File: src/rtl/mem_port_arbiter.sv
// rtl/mem_port_arbiter.sv - N-port memory requester arbiter onto one memory port
// Fixed-priority or round-robin grant; the winner's command is latched for the whole access.
module mem_port_arbiter #(
  parameter int N_PORTS = 2,
  parameter int ADDR_W  = 32,
  parameter int DATA_W  = 32,
  parameter bit RR_MODE = 1'b1
) (
  input  logic                         clk,
  input  logic                         reset,
  input  logic [N_PORTS-1:0]           read,
  input  logic [N_PORTS-1:0]           write,
  input  logic [N_PORTS*(DATA_W/8)-1:0] wmask,
  input  logic [N_PORTS*ADDR_W-1:0]    address,
  input  logic [N_PORTS*DATA_W-1:0]    wdata,
  output logic [N_PORTS-1:0]           resp,
  output logic [DATA_W-1:0]            rdata,
  output logic                         mem_read,
  output logic                         mem_write,
  output logic [(DATA_W/8)-1:0]        mem_wmask,
  output logic [ADDR_W-1:0]            mem_address,
  output logic [DATA_W-1:0]            mem_wdata,
  input  logic                         mem_resp,
  input  logic [DATA_W-1:0]            mem_rdata
);
  localparam int MASK_W = DATA_W / 8;
  localparam int GW     = (N_PORTS > 1) ? $clog2(N_PORTS) : 1;

  typedef enum logic {IDLE, BUSY} state_t;
  state_t state, state_next;

  logic [N_PORTS-1:0] req;
  logic [GW-1:0]      grant, winner, idx;
  logic               found, grant_en, op_write;
  logic               sel_write;
  logic [ADDR_W-1:0]  sel_addr, addr_q;
  logic [DATA_W-1:0]  sel_wdata, wdata_q;
  logic [MASK_W-1:0]  sel_wmask, wmask_q;

  assign req = read | write;

  // grant doubles as last_grant: it resets to N_PORTS-1 so port 0 is searched first
  always_comb begin
    found  = 1'b0;
    winner = '0;
    idx    = '0;
    for (int i = 0; i < N_PORTS; i++) begin
      if (RR_MODE) idx = GW'((int'(grant) + 1 + i) % N_PORTS);
      else         idx = GW'(i);
      if (!found && req[idx]) begin
        found  = 1'b1;
        winner = idx;
      end
    end
  end

  always_comb begin
    sel_addr  = '0;
    sel_wdata = '0;
    sel_wmask = '0;
    sel_write = 1'b0;
    for (int i = 0; i < N_PORTS; i++) begin
      if (winner == GW'(i)) begin
        sel_addr  = address[i*ADDR_W +: ADDR_W];
        sel_wdata = wdata[i*DATA_W +: DATA_W];
        sel_wmask = wmask[i*MASK_W +: MASK_W];
        sel_write = write[i];
      end
    end
  end

  always_ff @(posedge clk or posedge reset) begin
    if (reset) state <= IDLE;
    else       state <= state_next;
  end

  always_comb begin
    state_next = state;
    grant_en   = 1'b0;
    case (state)
      IDLE: if (found) begin
        state_next = BUSY;
        grant_en   = 1'b1;
      end
      BUSY: if (mem_resp) state_next = IDLE;
      default: state_next = IDLE;
    endcase
  end

  always_ff @(posedge clk or posedge reset) begin
    if (reset) begin
      grant    <= GW'(N_PORTS - 1);
      op_write <= 1'b0;
      addr_q   <= '0;
      wdata_q  <= '0;
      wmask_q  <= '0;
    end else if (grant_en) begin
      grant    <= winner;
      op_write <= sel_write;
      addr_q   <= sel_addr;
      wdata_q  <= sel_wdata;
      wmask_q  <= sel_wmask;
    end
  end

  assign mem_read    = (state == BUSY) && !op_write;
  assign mem_write   = (state == BUSY) && op_write;
  assign mem_address = addr_q;
  assign mem_wdata   = wdata_q;
  assign mem_wmask   = wmask_q;
  assign rdata       = mem_rdata;

  always_comb begin
    resp = '0;
    if (state == BUSY && mem_resp) resp[grant] = 1'b1;
  end
endmodule
File: config.mk
export PLATFORM = sky130hd
export DESIGN_NAME = mem_port_arbiter
export DESIGN_NICKNAME = d
export VERILOG_FILES = /design/src/rtl/mem_port_arbiter.sv
export SDC_FILE = /design/constraint.sdc
export NUM_CORES = 1
export LEC_CHECK = 0
export ABC_CLOCK_PERIOD_IN_PS = 3400
export CAP_MARGIN = 20
export CORE_AREA = 5 5 106 108
export DETAILED_ROUTE_END_ITERATION = 6
export DIE_AREA = 0 0 111 113
export DONT_BUFFER_PORTS = 1
export MAX_ROUTING_LAYER = met4
export SLEW_MARGIN = 20
export SYNTH_ARGS = -nofsm -noshare
export SYNTH_HDL_FRONTEND = slang
export SYNTH_SLANG_ARGS = --single-unit
export TNS_END_PERCENT = 50
File: constraint.sdc
create_clock -name clk -period 3.4 [get_ports clk]
set_input_delay 1.02 -clock clk [delete_from_list [all_inputs] [get_ports clk]]
set_output_delay 1.02 -clock clk [all_outputs]
set_load 0.03 [all_outputs]
==> results of run 1 <==
[flip-flops by register name (all words and copies together), names as in the netlist, named ones only]
register,cells
state,1
mem_wdata,32
mem_address,32
op_write,1
mem_wmask,4
[cell families after synthesis]
family	count (synthesis)
buf+inv	85
mux	1
compound gates	210
simple gates	12
flops	71
[through the flow]
stage	hold slack (ns)	util (%)	cells
5_1_grt	0.6113	38.52	458
4_1_cts	0.5857	38.52	458
3_5_place_dp	0.5824	36.76	442
3_3_place_gp	0.5740	36.74	442
6_report	0.5868	38.52	458
2_1_floorplan	0.4882	-	379
[metal layers]
metal	track usage, %	vias to the layer above
li1	-	1361
met1	21.26	1562
met2	32.81	216
met3	6.203	41
met4	9.688	0
met5	-	-
[how the worst min path moves through the flow]
stage | cells after the start | end
final | 1 | mem_wdata[18]$_DFFE_PP0P_
after global routing | 1 | mem_wdata[16]$_DFFE_PP0P_
after detailed placement | 2 | op_write$_DFFE_PP0P_
after floorplan | 2 | op_write$_DFFE_PP0P_
after global placement | 1 | flip-flop
after CTS | 1 | mem_wdata[18]$_DFFE_PP0P_
[layout by cell type, fill, tap and decap left out, types with 2 or more instances in the layout]
master                      instances
sky130_fd_sc_hd__o21ai_0           68
sky130_fd_sc_hd__nor2_1             2
sky130_fd_sc_hd__nor2_4             2
sky130_fd_sc_hd__dfrtp_1           69
sky130_fd_sc_hd__clkbuf_1           5
sky130_fd_sc_hd__buf_4             11
sky130_fd_sc_hd__clkbuf_8           9
sky130_fd_sc_hd__a311oi_1          68
sky130_fd_sc_hd__a2bb2oi_1         68
[power by group through the flow]
stage	logic, uW	clock network (uW)	registers [uW]
after floorplan	577	0	1570
after global placement	592	0	1650
after detailed placement	614	0	1640
after CTS	611	670	1630
after global routing	676	706	1650
final	607	643	1620
[layout make-up]
cell class / instances / area [sq um]
clock buffers: 14 / 142.6
clock inverters: 2 / 35.03
fillers: 993 / 6233
inverters: 1 / 3.754
multi-input cells: 223 / 1692
flip-flops and latches: 71 / 1779
well taps: 136 / 170.2
repair buffers: 11 / 82.58
==> qor.txt, run 1 <==
worst setup path startpoint = state$_DFF_PP0_
area share of xor/xnor cells in the synthesized design = 0%
Worst setup endpoint = mem_read
Clock Power Share = 22.4%
top cells by count, synth = sky130_fd_sc_hd__dfrtp_1, sky130_fd_sc_hd__a2bb2oi_1, sky130_fd_sc_hd__a311oi_1, sky130_fd_sc_hd__o21ai_0, sky130_fd_sc_hd__clkbuf_1
top routing layer used = met4
Final TNS setup = 0 ns
Vias per Instance = 6.943
Worst R2R Path Depth = 3
headroom to the max-slew limit = 29.99%
Reg2Reg Setup Slack = 1.24 ns
WP data required = 2.38 ns
Final Skew = 0.01086 ns
number of maximum-capacitance violations = 0
share of the synthesized area in compound gates (AO/OA/AOI/OAI) = 40.41%
Levels on crit path = 1
insertion delay to the later sink of the worst-skew pair = 0.35 ns
area of the die = 0.01254 sq mm
Overflow after GRT = 0
total via count after detailed routing = 3,180
# nets final = 492
number of buffers and inverters on the critical path = 0
Post-Place Worst Slack = 0.8430 ns
via count of the first global-routing pass = 3,458
count of instances resized after the clock tree is built = 0
# hold bufs at CTS = 0
post-CTS setup buffer count = 0
count of antenna-violating nets left after detailed routing = 0
internal power summed over all cells = 1655 uW
RD Place Congestion = 0.7933
I/O pin count = 279
crit path time final = 2.627 ns
number of input and output port buffers inserted = 0
Mapped Avg Cell Area = 10.26 sq um
warning count from the yosys run = 0
core box area = 0.01014 sq mm
final slew viol count = 0
maximum number of pins on one net before global-route repair = 72
number of failing setup endpoints in the final timing report = 0
setup repair after global routing missed its margin = false
wirelength, routed = 12.28 mm
post-synthesis share of cell area spent on full adders, half adders and majority gates = 0%
met2 routed wirelength = 6.080 mm
total DRC errors in the routed layout = 0
Post-Synthesis Cell Area = 0.003889 sq mm
post-route cell area = 0.003905 sq mm
number of detailed-routing iterations run before antenna repair = 5
critical path launch point type = flip-flop
Crit Reg-Reg Startpoint = state$_DFF_PP0_
Die X-Extent = 111 um
worst min path class = primary input to async pin
net switching fraction of the power = 42.41%
flip-flop cell with the highest count after synthesis = sky130_fd_sc_hd__dfrtp_1
final cycle utilization of the critical path = 77.27%
CTS root buffer = sky130_fd_sc_hd__clkbuf_8
clock sink total = 71
overall power = 2875 uW
met3 wirelength from detailed routing = 1.245 mm
sequential fraction of the synthesis area = 45.72%
DP HPWL = 8.248 mm
share of cells above drive strength 1 = 9.627%
initial antenna violation count = 0
global-route wire length before repair = 19.17 mm
dominant combinational cell family by area after synthesis = compound AO/OA/AOI/OAI gates
Crit path max-delay family = flip-flops
library cell contributing the largest single delay on the critical path = sky130_fd_sc_hd__dfrtp_2
clock-pin slew of the registers on the worst-case setup and hold paths = 0.07 ns
most area-hungry cell type in the Yosys netlist = sky130_fd_sc_hd__dfrtp_1
Final Hold Viols = 0
total clock buffers created by CTS = 9
maximum clock rate = 380.6 MHz
CTS tree = done
routed len/inst = 26.82 um
transition time of the tightest slew-check pin = 1.048 ns
Synth async-reset ratio = 100.0%
endpoint kind of the worst setup timing path = primary output
diodes inserted = 0
ranking of synthesized cells by area = sky130_fd_sc_hd__dfrtp_1, sky130_fd_sc_hd__a2bb2oi_1, sky130_fd_sc_hd__a311oi_1
number of instances in the synthesized netlist = 379
CP arrival = 1.61 ns
number of flip-flops and latches in the synthesized netlist = 71
Largest stage delay, worst path = 0.70 ns
sw power = 1219 uW
multiplexer share of the synthesized area = 0.2574%
part of the power in registers = 56.5%
maximum fanout along the worst path = 26
leakage = 0.001392 uW
dpl cell area = 0.003727 sq mm
unique cell type count in the Yosys netlist = 25
worst reg2reg path endpoint = mem_wdata[22]$_DFFE_PP0P_
outcome = complete, no violations
GRT Total Usage = 19.65%
Die Ht = 113 um
power density over cell area = 736.1 mW/mm^2
cell with the most instances after synthesis = sky130_fd_sc_hd__dfrtp_1
peak ir drop on the vdd network = 0.2717 mV
Starting Density = 38.36%
Iteration-0 DRC Markers = 206
fraction of synthesized cell area taken by the top area cell type = 45.05%
H-tree depth = 3
number of flops mapped to enable cells by yosys = 0
wl on met1 = 4.496 mm
setup slack of the critical path after layout = 0.7728 ns
Gate power share = 21.1%
kind of critical path = flip-flop to primary output
largest buffer count on any clock path = 2
critical path cell sequence = nor2b_1
area growth from synthesis to layout = 0.4184%
synthesized net count = 554
simple-gate portion of the synthesized area = 2.059%
floorplan row count = 37
(Power assumes the default switching activity.)
==> run 2: changes to the inputs <==
--- a/config.mk
+++ b/config.mk
@@ -5,7 +5,7 @@
 export SDC_FILE = /design/constraint.sdc
 export NUM_CORES = 1
 export LEC_CHECK = 0
-export ABC_CLOCK_PERIOD_IN_PS = 3400
+export ABC_CLOCK_PERIOD_IN_PS = 2700
 export CAP_MARGIN = 20
 export CORE_AREA = 5 5 106 108
 export DETAILED_ROUTE_END_ITERATION = 6
==> constraint.sdc (replaced) <==
create_clock -name clk -period 2.7 [get_ports clk]
set_input_delay 0.81 -clock clk [delete_from_list [all_inputs] [get_ports clk]]
set_output_delay 0.81 -clock clk [all_outputs]
set_load 0.03 [all_outputs]
==> qor.txt, run 2 (synthesized netlist as in run 1, its figures left out) <==
Crit path max-delay family = flip-flops (unchanged)
critical path cell sequence = and3_1 (was nor2b_1)
number of maximum-capacitance violations = 0 (unchanged)
top routing layer used = met4 (unchanged)
CP arrival = 1.64 ns (was 1.61 ns)
share of cells above drive strength 1 = 11.93% (was 9.627%)
# hold bufs at CTS = 0 (unchanged)
Worst R2R Path Depth = 3 (unchanged)
Die Ht = 113 um (unchanged)
insertion delay to the later sink of the worst-skew pair = 0.34 ns (was 0.35 ns)
power density over cell area = 923.1 mW/mm^2 (was 736.1 mW/mm^2)
Final TNS setup = 0 ns (unchanged)
I/O pin count = 279 (unchanged)
library cell contributing the largest single delay on the critical path = sky130_fd_sc_hd__dfrtp_2 (unchanged)
met2 routed wirelength = 6.332 mm (was 6.080 mm)
crit path time final = 2.453 ns
WP data required = 1.89 ns (was 2.38 ns)
leakage = 0.001444 uW (was 0.001392 uW)
Final Skew = 0.01092 ns (was 0.01086 ns)
DP Cell Count = 447 (was 442)
Levels on crit path = 1 (unchanged)
post-CTS setup buffer count = 0 (unchanged)
number of buffers and inverters on the critical path = 0 (unchanged)
via count of the first global-routing pass = 3,396 (was 3,458)
routed len/inst = 28.03 um (was 26.82 um)
most frequent standard cell in the layout excluding fill and tap cells = sky130_fd_sc_hd__dfrtp_1 (unchanged)
Post-Place Worst Slack = 0.4802 ns (was 0.8430 ns)
Vias per Instance = 6.961 (was 6.943)
DP HPWL = 8.655 mm (was 8.248 mm)
Worst setup endpoint = resp[1] (was mem_read)
maximum fanout along the worst path = 39 (was 26)
worst reg2reg path endpoint = mem_wdata[31]$_DFFE_PP0P_ (was mem_wdata[22]$_DFFE_PP0P_)
Crit Reg-Reg Startpoint = state$_DFF_PP0_ (unchanged)
peak ir drop on the vdd network = 0.4417 mV (was 0.2717 mV)
CTS tree = done (unchanged)
core box area = 0.01014 sq mm (unchanged)
GRT Total Usage = 20.45% (was 19.65%)
maximum number of pins on one net before global-route repair = 72 (unchanged)
number of detailed-routing iterations run before antenna repair = 4 (was 5)
final cycle utilization of the critical path = 90.84%
clock sink total = 71 (unchanged)
maximum clock rate = 407.7 MHz
area of the die = 0.01254 sq mm (unchanged)
initial antenna violation count = 1 (was 0)
clock-pin slew of the registers on the worst-case setup and hold paths = 0.07 ns (about the same)
floorplan row count = 37 (unchanged)
RD Place Congestion = 0.7651 (was 0.7933)
largest buffer count on any clock path = 2 (unchanged)
worst setup path startpoint = state$_DFF_PP0_ (unchanged)
count of antenna-violating nets left after detailed routing = 0 (unchanged)
wl on met1 = 5.152 mm (was 4.496 mm)
headroom to the max-slew limit = 36.62% (was 29.99%)
wirelength, routed = 13.01 mm (was 12.28 mm)
outcome = complete, no violations (unchanged)
Iteration-0 DRC Markers = 280 (was 206)
number of failing setup endpoints in the final timing report = 0 (unchanged)
setup slack of the critical path after layout = 0.2475 ns (was 0.7728 ns)
total DRC errors in the routed layout = 0 (unchanged)
total clock buffers created by CTS = 9 (unchanged)
total via count after detailed routing = 3,230 (was 3,180)
H-tree depth = 3 (unchanged)
number of input and output port buffers inserted = 0 (unchanged)
critical path launch point type = flip-flop (unchanged)
kind of critical path = flip-flop to primary output (unchanged)
met3 wirelength from detailed routing = 1.168 mm (was 1.245 mm)
global-route wire length before repair = 19.97 mm (was 19.17 mm)
area growth from synthesis to layout = 3.153% (was 0.4184%)
count of instances resized after the clock tree is built = 0 (unchanged)
# nets final = 497 (was 492)
Starting Density = 38.36% (unchanged)
Die X-Extent = 111 um (unchanged)
Reg2Reg Setup Slack = 0.59 ns (was 1.24 ns)
final slew viol count = 0 (unchanged)
transition time of the tightest slew-check pin = 0.9485 ns (was 1.048 ns)
Overflow after GRT = 0 (unchanged)
Final Hold Viols = 0 (unchanged)
Largest stage delay, worst path = 0.84 ns (was 0.70 ns)
CTS root buffer = sky130_fd_sc_hd__clkbuf_8 (unchanged)
worst min path class = primary input to async pin (unchanged)
setup repair after global routing missed its margin = false (unchanged)
Final Non-Filler Cells = 464 (was 458)
commonest cells after routing, fill and taps aside = sky130_fd_sc_hd__dfrtp_1, sky130_fd_sc_hd__a311oi_1, sky130_fd_sc_hd__o21ai_0, sky130_fd_sc_hd__a2bb2oi_1, sky130_fd_sc_hd__buf_4 (unchanged)
endpoint kind of the worst setup timing path = primary output (unchanged)
run 2: cell count changes in the layout (fill, tap and decap cells not counted), sizes merged:
cell    change
buf         +5
clkbuf      -2
clkinv      +2
diode       +1
run 2: where the power goes:
part	internal (uW)	leakage [uW]	switching, uW	total (uW)
sequential	1310	0.000791	743	2060
combinational	375	0.000553	433	808
clock	449	0.000100	389	838
total	2140	0.00144	1570	3700
run 2: area by class of cell:
class / count / area (sq um)
Tap cell: 136 / 170.2
Clock inverter: 4 / 45.04
Inverter: 1 / 3.754
Multi-Input combinational cell: 223 / 1695
Clock buffer: 12 / 145.1
Timing Repair Buffer: 16 / 170.2
Antenna cell: 1 / 2.502
Sequential cell: 71 / 1779
Fill cell: 976 / 6127
run 2: through the flow:
step / total power, uW / instance area (sq um) / utilization (%) / hold slack, ns
2_1_floorplan: 2698 / 3889 / - / 0.4882
3_3_place_gp: 2853 / 3812 / 37.60 / 0.5832
3_5_place_dp: 2882 / 3812 / 37.60 / 0.5867
4_1_cts: 3735 / 4003 / 39.48 / 0.3692
5_1_grt: 3902 / 4011 / 39.57 / 0.3720
6_report: 3703 / 4011 / 39.57 / 0.3683
run 2: how the worst min path moves through the flow:
stage,start,endpoint,slack [ns],depth (start not counted)
after floorplan,op_write$_DFFE_PP0P_,op_write$_DFFE_PP0P_,0.49,2
after global placement,flip-flop,flip-flop,0.58,1
after detailed placement,flip-flop,flip-flop,0.59,1
after CTS,reset,mem_wdata[27]$_DFFE_PP0P_,0.37,1
after global routing,reset,mem_wdata[18]$_DFFE_PP0P_,0.37,1
final,reset,mem_wdata[18]$_DFFE_PP0P_,0.37,1
run 2: layer usage:
layer  track usage [%]  up-vias
li1                  -     1374
met1             24.68     1613
met2             32.32      207
met3             6.257       36
met4             7.800        0
met5                 -        -
